`src/rtl/interpolator.sv`:
```
// -----------------------------------------------------------------------------
// interpolator
//
// Integer-factor upsampler. Accepts one sample per valid/ready handshake and
// emits FACTOR output samples for it: either the sample repeated FACTOR times
// (hold mode) or the sample followed by FACTOR-1 zeros (zero-stuff mode).
// A new sample may be accepted on the last phase of the current one, so a
// continuously valid source produces a gapless output stream.
//
// Parameters
//   ARCHITECTURE  implementation select; only "BEHAVIORAL" is implemented
//   DATA_WIDTH    sample width in bits
//   FACTOR        interpolation ratio (>= 1)
//   ZERO_STUFF    0: hold mode, 1: zero-stuff mode
//
// Ports
//   clk         clock, rising edge
//   rst         asynchronous active-low reset
//   en          step enable; low freezes the block and blocks new input
//   data_in     input sample
//   in_valid    data_in is valid
//   in_ready    sample accepted this cycle when in_valid is high (combinational)
//   data_out    output sample (registered)
//   data_valid  data_out carries a new output this cycle (registered)
// -----------------------------------------------------------------------------
module interpolator #(
  parameter     ARCHITECTURE = "BEHAVIORAL",
  parameter int DATA_WIDTH   = 8,
  parameter int FACTOR       = 4,
  parameter int ZERO_STUFF   = 0
) (
  input  logic                  clk,
  input  logic                  rst,
  input  logic                  en,
  input  logic [DATA_WIDTH-1:0] data_in,
  input  logic                  in_valid,
  output logic                  in_ready,
  output logic [DATA_WIDTH-1:0] data_out,
  output logic                  data_valid
);

  localparam int              PH_W = (FACTOR > 1) ? $clog2(FACTOR) : 1;
  localparam logic [PH_W-1:0] LAST = PH_W'(FACTOR - 1);

  typedef enum logic {
    IDLE,
    RUN
  } state_t;

  generate
    if (ARCHITECTURE == "BEHAVIORAL") begin : g_behavioral
      state_t                  state_q, state_d;
      logic [PH_W-1:0]         ph_q, ph_d;
      logic [DATA_WIDTH-1:0]   hold_q, hold_d;
      logic [DATA_WIDTH-1:0]   dout_q, dout_d;
      logic                    dv_q, dv_d;
      logic                    ready_core;
      logic                    accept;

      // rst gates only the visible in_ready. The next-state logic does not need
      // it because the registers are held in reset whenever rst is low, and
      // keeping the reset net out of the flop data paths keeps it a pure
      // asynchronous reset.
      assign ready_core = en & ((state_q == IDLE) | (ph_q == LAST));
      assign accept     = in_valid & ready_core;
      assign in_ready   = rst & ready_core;

      always_comb begin
        // NOTE: every signal gets a default before any branch so no path
        // leaves a value unassigned, which would otherwise infer a latch.
        state_d = state_q;
        ph_d    = ph_q;
        hold_d  = hold_q;
        dout_d  = dout_q;
        dv_d    = 1'b0;

        if (en) begin
          if (accept) begin
            state_d = RUN;
            ph_d    = '0;
            hold_d  = data_in;
            dout_d  = data_in;
            dv_d    = 1'b1;
          end else if (state_q == RUN) begin
            if (ph_q != LAST) begin
              ph_d   = ph_q + 1'b1;
              dout_d = (ZERO_STUFF != 0) ? '0 : hold_q;
              dv_d   = 1'b1;
            end else begin
              // Last phase emitted and nothing new offered: go quiet,
              // data_out keeps its final value.
              state_d = IDLE;
            end
          end
        end
      end

      // NOTE: sequential state is written with non-blocking assignments so
      // every register samples the pre-edge values regardless of order.
      always_ff @(posedge clk or negedge rst) begin
        if (!rst) begin
          state_q <= IDLE;
          ph_q    <= '0;
          hold_q  <= '0;
          dout_q  <= '0;
          dv_q    <= 1'b0;
        end else begin
          state_q <= state_d;
          ph_q    <= ph_d;
          hold_q  <= hold_d;
          dout_q  <= dout_d;
          dv_q    <= dv_d;
        end
      end

      assign data_out   = dout_q;
      assign data_valid = dv_q;
    end else begin : g_undefined
      // No other implementation exists; an unknown selection yields an
      // inert block rather than silently picking one.
      assign in_ready   = 1'b0;
      assign data_out   = '0;
      assign data_valid = 1'b0;
    end
  endgenerate

endmodule

```
`config.mk`:
```
export PLATFORM = sky130hd
export DESIGN_NAME = interpolator
export DESIGN_NICKNAME = d
export VERILOG_FILES = /design/src/rtl/interpolator.sv
export SDC_FILE = /design/constraint.sdc
export NUM_CORES = 1
export LEC_CHECK = 0
export CAP_MARGIN = 25
export CORE_AREA = 3 3 46 48
export DETAILED_ROUTE_END_ITERATION = 6
export DIE_AREA = 0 0 49 51
export MAX_ROUTING_LAYER = met4
export PLACE_DENSITY = 0.78
export RECOVER_POWER = 100
export SYNTH_ARGS = -nofsm -noshare
export SYNTH_HDL_FRONTEND = slang
export SYNTH_SLANG_ARGS = --single-unit
```
`constraint.sdc`:
```
create_clock -name clk -period 4.3 [get_ports clk]
set_input_delay 0.86 -clock clk [delete_from_list [all_inputs] [get_ports clk]]
set_output_delay 0.86 -clock clk [all_outputs]
set_load 0.03 [all_outputs]
```
* Yosys cells after proc, flatten, opt, wreduce, memory -nomap -nowiden
Cells that the tools add are included.
Word-level totals: register bits after elaboration 20, input port bits 12
Cells by class: add/sub/neg operators 1, eq/ne operators 2, mux-type cells 10, bitwise logic cells 5, reduce and logical (&&, ||, !) cells 4
Operators with widths (number):
- 8-bit two-way mux | 3
- 2-bit two-way mux | 3
- 1-bit two-way mux | 4
- 2-bit nonzero test | 2
- 1-bit bitwise AND | 3
- 3-bit AND reduction | 1
- 2-bit by 1-bit adder with 2-bit output, second input constant | 1
- 2-bit == test, second input constant | 1
- 2-bit inequality test, second input constant | 1
- 2-bit AND reduction | 1
- 1-bit NOT | 1
- 1-bit OR | 1

* Longest topological paths before layout
depth after elaboration 6, depth in mapped cells 5, depth with buffers taken out 5

* Worst setup path after synthesis
OpenSTA, ideal clock, no wires.
kind input -> output, start input port rst, end output port in_ready, data arrival time 1.298 ns, path slack 2.142 ns, stages 2, path buffers 0, cells stage by stage nand2_1 -> nor2_1
Between the ends: cells in the longest elaborated chain, start to end 1
RTL lines:
- from (decl) | RTL line 33 | input logic rst,
- 1-bit bitwise AND | RTL line 66 | assign in_ready = rst & ready_core;
- to (decl) | RTL line 37 | output logic in_ready,
Every way passes these cells.

* Worst setup path after layout
start input port en, end output port in_ready
Between the ends: cells in the longest elaborated chain, start to end 2
RTL lines:
- from (decl) | RTL line 34 | input logic en,
- 1-bit bitwise AND | RTL line 64 | assign ready_core = en & ((state_q == IDLE) | (ph_q == LAST));
- 1-bit bitwise AND | RTL line 66
Every way passes these cells.

==> results.txt <==
Sink Count: 20
Post-DP HPWL: 1090 um
IO Pins: 22
endpoints failing setup: 0
Syn Inst Count: 67
Synth area leaders: dfrtp_1 (59%), mux2_2 (11%), o32ai_1 (8.2%)
Die Y: 51 um
Synth Area per Inst: 12.7 um^2
TritonCTS clock tree: done
Core ar.: 1750 um^2
Pleak: 0.476 nW
final hold vios: 0
final slew viol count: 0
worst slew margin relative to its limit: 0.201
Mapped Area: 853 um^2
DRC errors left: 0
sequential area share after synthesis: 0.587
Startpoint Class: input port
Routability Congestion: 0.742
initial antenna violation count: 0
Arr. time, crit path: 2.38 ns
largest net degree at the start of global routing: 21
Pre-antenna DRT Iters: 2
row cnt: 15
Crit Path Max Fanout: 6
DR WL/cell: 13.6 um
GRT Residual Overflow: 0
Synth Register Bits: 20
hold crit path type: register to register
vias in the first global route: 595
share of layout cells above drive strength 1: 0.133
# H-tree levels: 1
Die Wd: 49 um
first-pass GRT wire length: 2770 um
port bufs: 21
Critical Path RT: 3.44 ns
die footprint: 2500 um^2
nets@finish: 105
Setup crit end kind: primary output
Tot GR Track Use: 0.152
maximum capacitance violations: 0
Vias/cell: 4.94
Routed Wire Length: 1560 um
vias: 568
clock latency on the worst-skew pair: 0.30 ns
Finished Cell Area: 1080 um^2
Post-CTS Setup Bufs: 0
cts bufs inserted: 3
post-CTS sizing: 0
CTS Root Cell: clkbuf_4
area grow syn2layout: 26.7%
synth warn: 0
CP Class: input port to primary output
hold_buf cts: 0
unrepaired setup endpoints after global routing: false
DRT iter0 DRCs: 3
Max Clock Freq: 309 MHz
pin slew with the least headroom to its limit: 1.19 ns
Clock Skews: 0.00113 ns
fin crit period: 3.24 ns
final period utilization: 0.754
Synth area leader: dfrtp_1
Synth cell types: 18
VDD IR-drop max: 287 uV
initial core utilization: 0.489
total power: 0.000625 W
Final ANT Viol Nets: 0
status: finished clean
setup_tns: 0 ns
placed cell area: 1090 um^2
antenna cells: 0
Max Buffers Root-to-Sink: 2
Synth Net Count: 80
Cell Pwr Density: 578 nW/um^2
clock slew at the register clock pins of the worst setup and hold paths: 0.10 ns
top-area cell type share of the netlist area: 0.587
==> layer usage <==
layer  track usage  routed length (um)  share of wire  vias to the layer above
li1              -                   -              -                      286
met1         0.195                 749           0.48                      262
met2         0.217                 719           0.46                       18
met3        0.0583                  81          0.052                        2
met4        0.0569                  10         0.0064                        0
met5             -                   0              0                        -
==> cell usage in the layout (no fill, tap or decap) <==
cell type and count:
clkbuf_4 3, mux2i_1 1, nor2_1 2, nand2_1 2, a32o_1 1, nand3b_1 1, a21oi_1 8, ha_1 1
o21ai_0 2, dlygate4sd3_1 13, mux2_2 8, clkdlybuf4s50_1 8, and2b_4 1, inv_1 10, dfrtp_1 20, o32ai_1 8
clkbuf_1 1
==> kinds of logic (layout without fill, tap and decap cells) <==
logic type / after synthesis / in the layout / share of synthesized area
AOI/OAI and AO/OA: 19 / 19 / 0.157
adders and majority gates: 1 / 1 / 0.0147
buffers and inverters: 12 / 35 / 0.0587
DFF: 20 / 20 / 0.587
muxes: 9 / 9 / 0.117
and+or+nand+nor: 6 / 6 / 0.0660
==> synthesized netlist by cell type <==
master / n
ha_1: 1
nand2_4: 1
nand3b_1: 1
o21ai_2: 1
buf_2: 1
mux2_2: 8
mux2i_1: 1
o32ai_1: 8
nor2_1: 1
dfrtp_1: 20
nor2_8: 1
a32o_1: 1
and2b_4: 1
nand2_1: 1
buf_4: 1
o21ai_0: 1
a21oi_1: 8
inv_1: 10
==> critical path: stages <==
cell	delay [ns]
dlygate4sd3_1	0.63
nand2_1	0.07
nor2_1	0.08
dlygate4sd3_1	0.74
==> final timing paths <==
| path | start | end | slack, ns | cells after the start |
|---|---|---|---|---|
| worst min-delay path | g_behavioral.ph_q[0]$_DFFE_PN0P_ | g_behavioral.ph_q[0]$_DFFE_PN0P_ | 0.50 | 1 |
| min in group asynchronous | rst | g_behavioral.hold_q[0]$_DFFE_PN0P_ | 1.32 | 2 |
| max in group asynchronous | rst | data_out[0]$_DFFE_PN0P_ | 2.37 | 2 |
| worst max register to register | g_behavioral.ph_q[0]$_DFFE_PN0P_ | g_behavioral.state_q$_DFFE_PN0P_ | 2.17 | 4 |
| worst max-delay path | en | in_ready | 1.06 | 4 |
| worst min register to register | g_behavioral.ph_q[0]$_DFFE_PN0P_ | g_behavioral.ph_q[0]$_DFFE_PN0P_ | 0.50 | 1 |
==> report_power, final <==
part	total [W]	internal, W	switching (W)	leakage [nW]
Clock	0.0000850	0.0000327	0.0000523	0.0138
Combinational	0.000250	0.000111	0.000138	0.231
Sequential	0.000290	0.000257	0.0000330	0.231
Total	0.000625	0.000402	0.000224	0.476
==> per-stage QoR <==
| step | worst slack, ns | hold WS, ns | utilization | cells |
|---|---|---|---|---|
| finish | 1.06 | 0.504 | 0.619 | 115 |
| CTS | 1.12 | 0.504 | 0.637 | 115 |
| global route | 0.982 | 0.519 | 0.619 | 115 |
| floorplan | 2.14 | 0.457 | - | 67 |
| global placement | 1.14 | 0.475 | 0.624 | 112 |
| detailed placement | 1.13 | 0.484 | 0.624 | 112 |
==> sequential cells by signal, indices dropped and copies added, names as in the netlist <==
name / cells
data_out: 8
data_valid: 1
g_behavioral.state_q: 1
g_behavioral.ph_q: 2
g_behavioral.hold_q: 8
==> cell type report <==
| cell class | count | area [um^2] |
|---|---|---|
| Fill cell | 163 | 664 |
| Sequential cell | 20 | 500 |
| Multi-Input combinational cell | 35 | 275 |
| Timing Repair Buffer | 22 | 214 |
| Inverter | 10 | 37.5 |
| Tap cell | 25 | 31.3 |
| Clock buffer | 3 | 22.5 |
(Power assumes the default switching activity.)
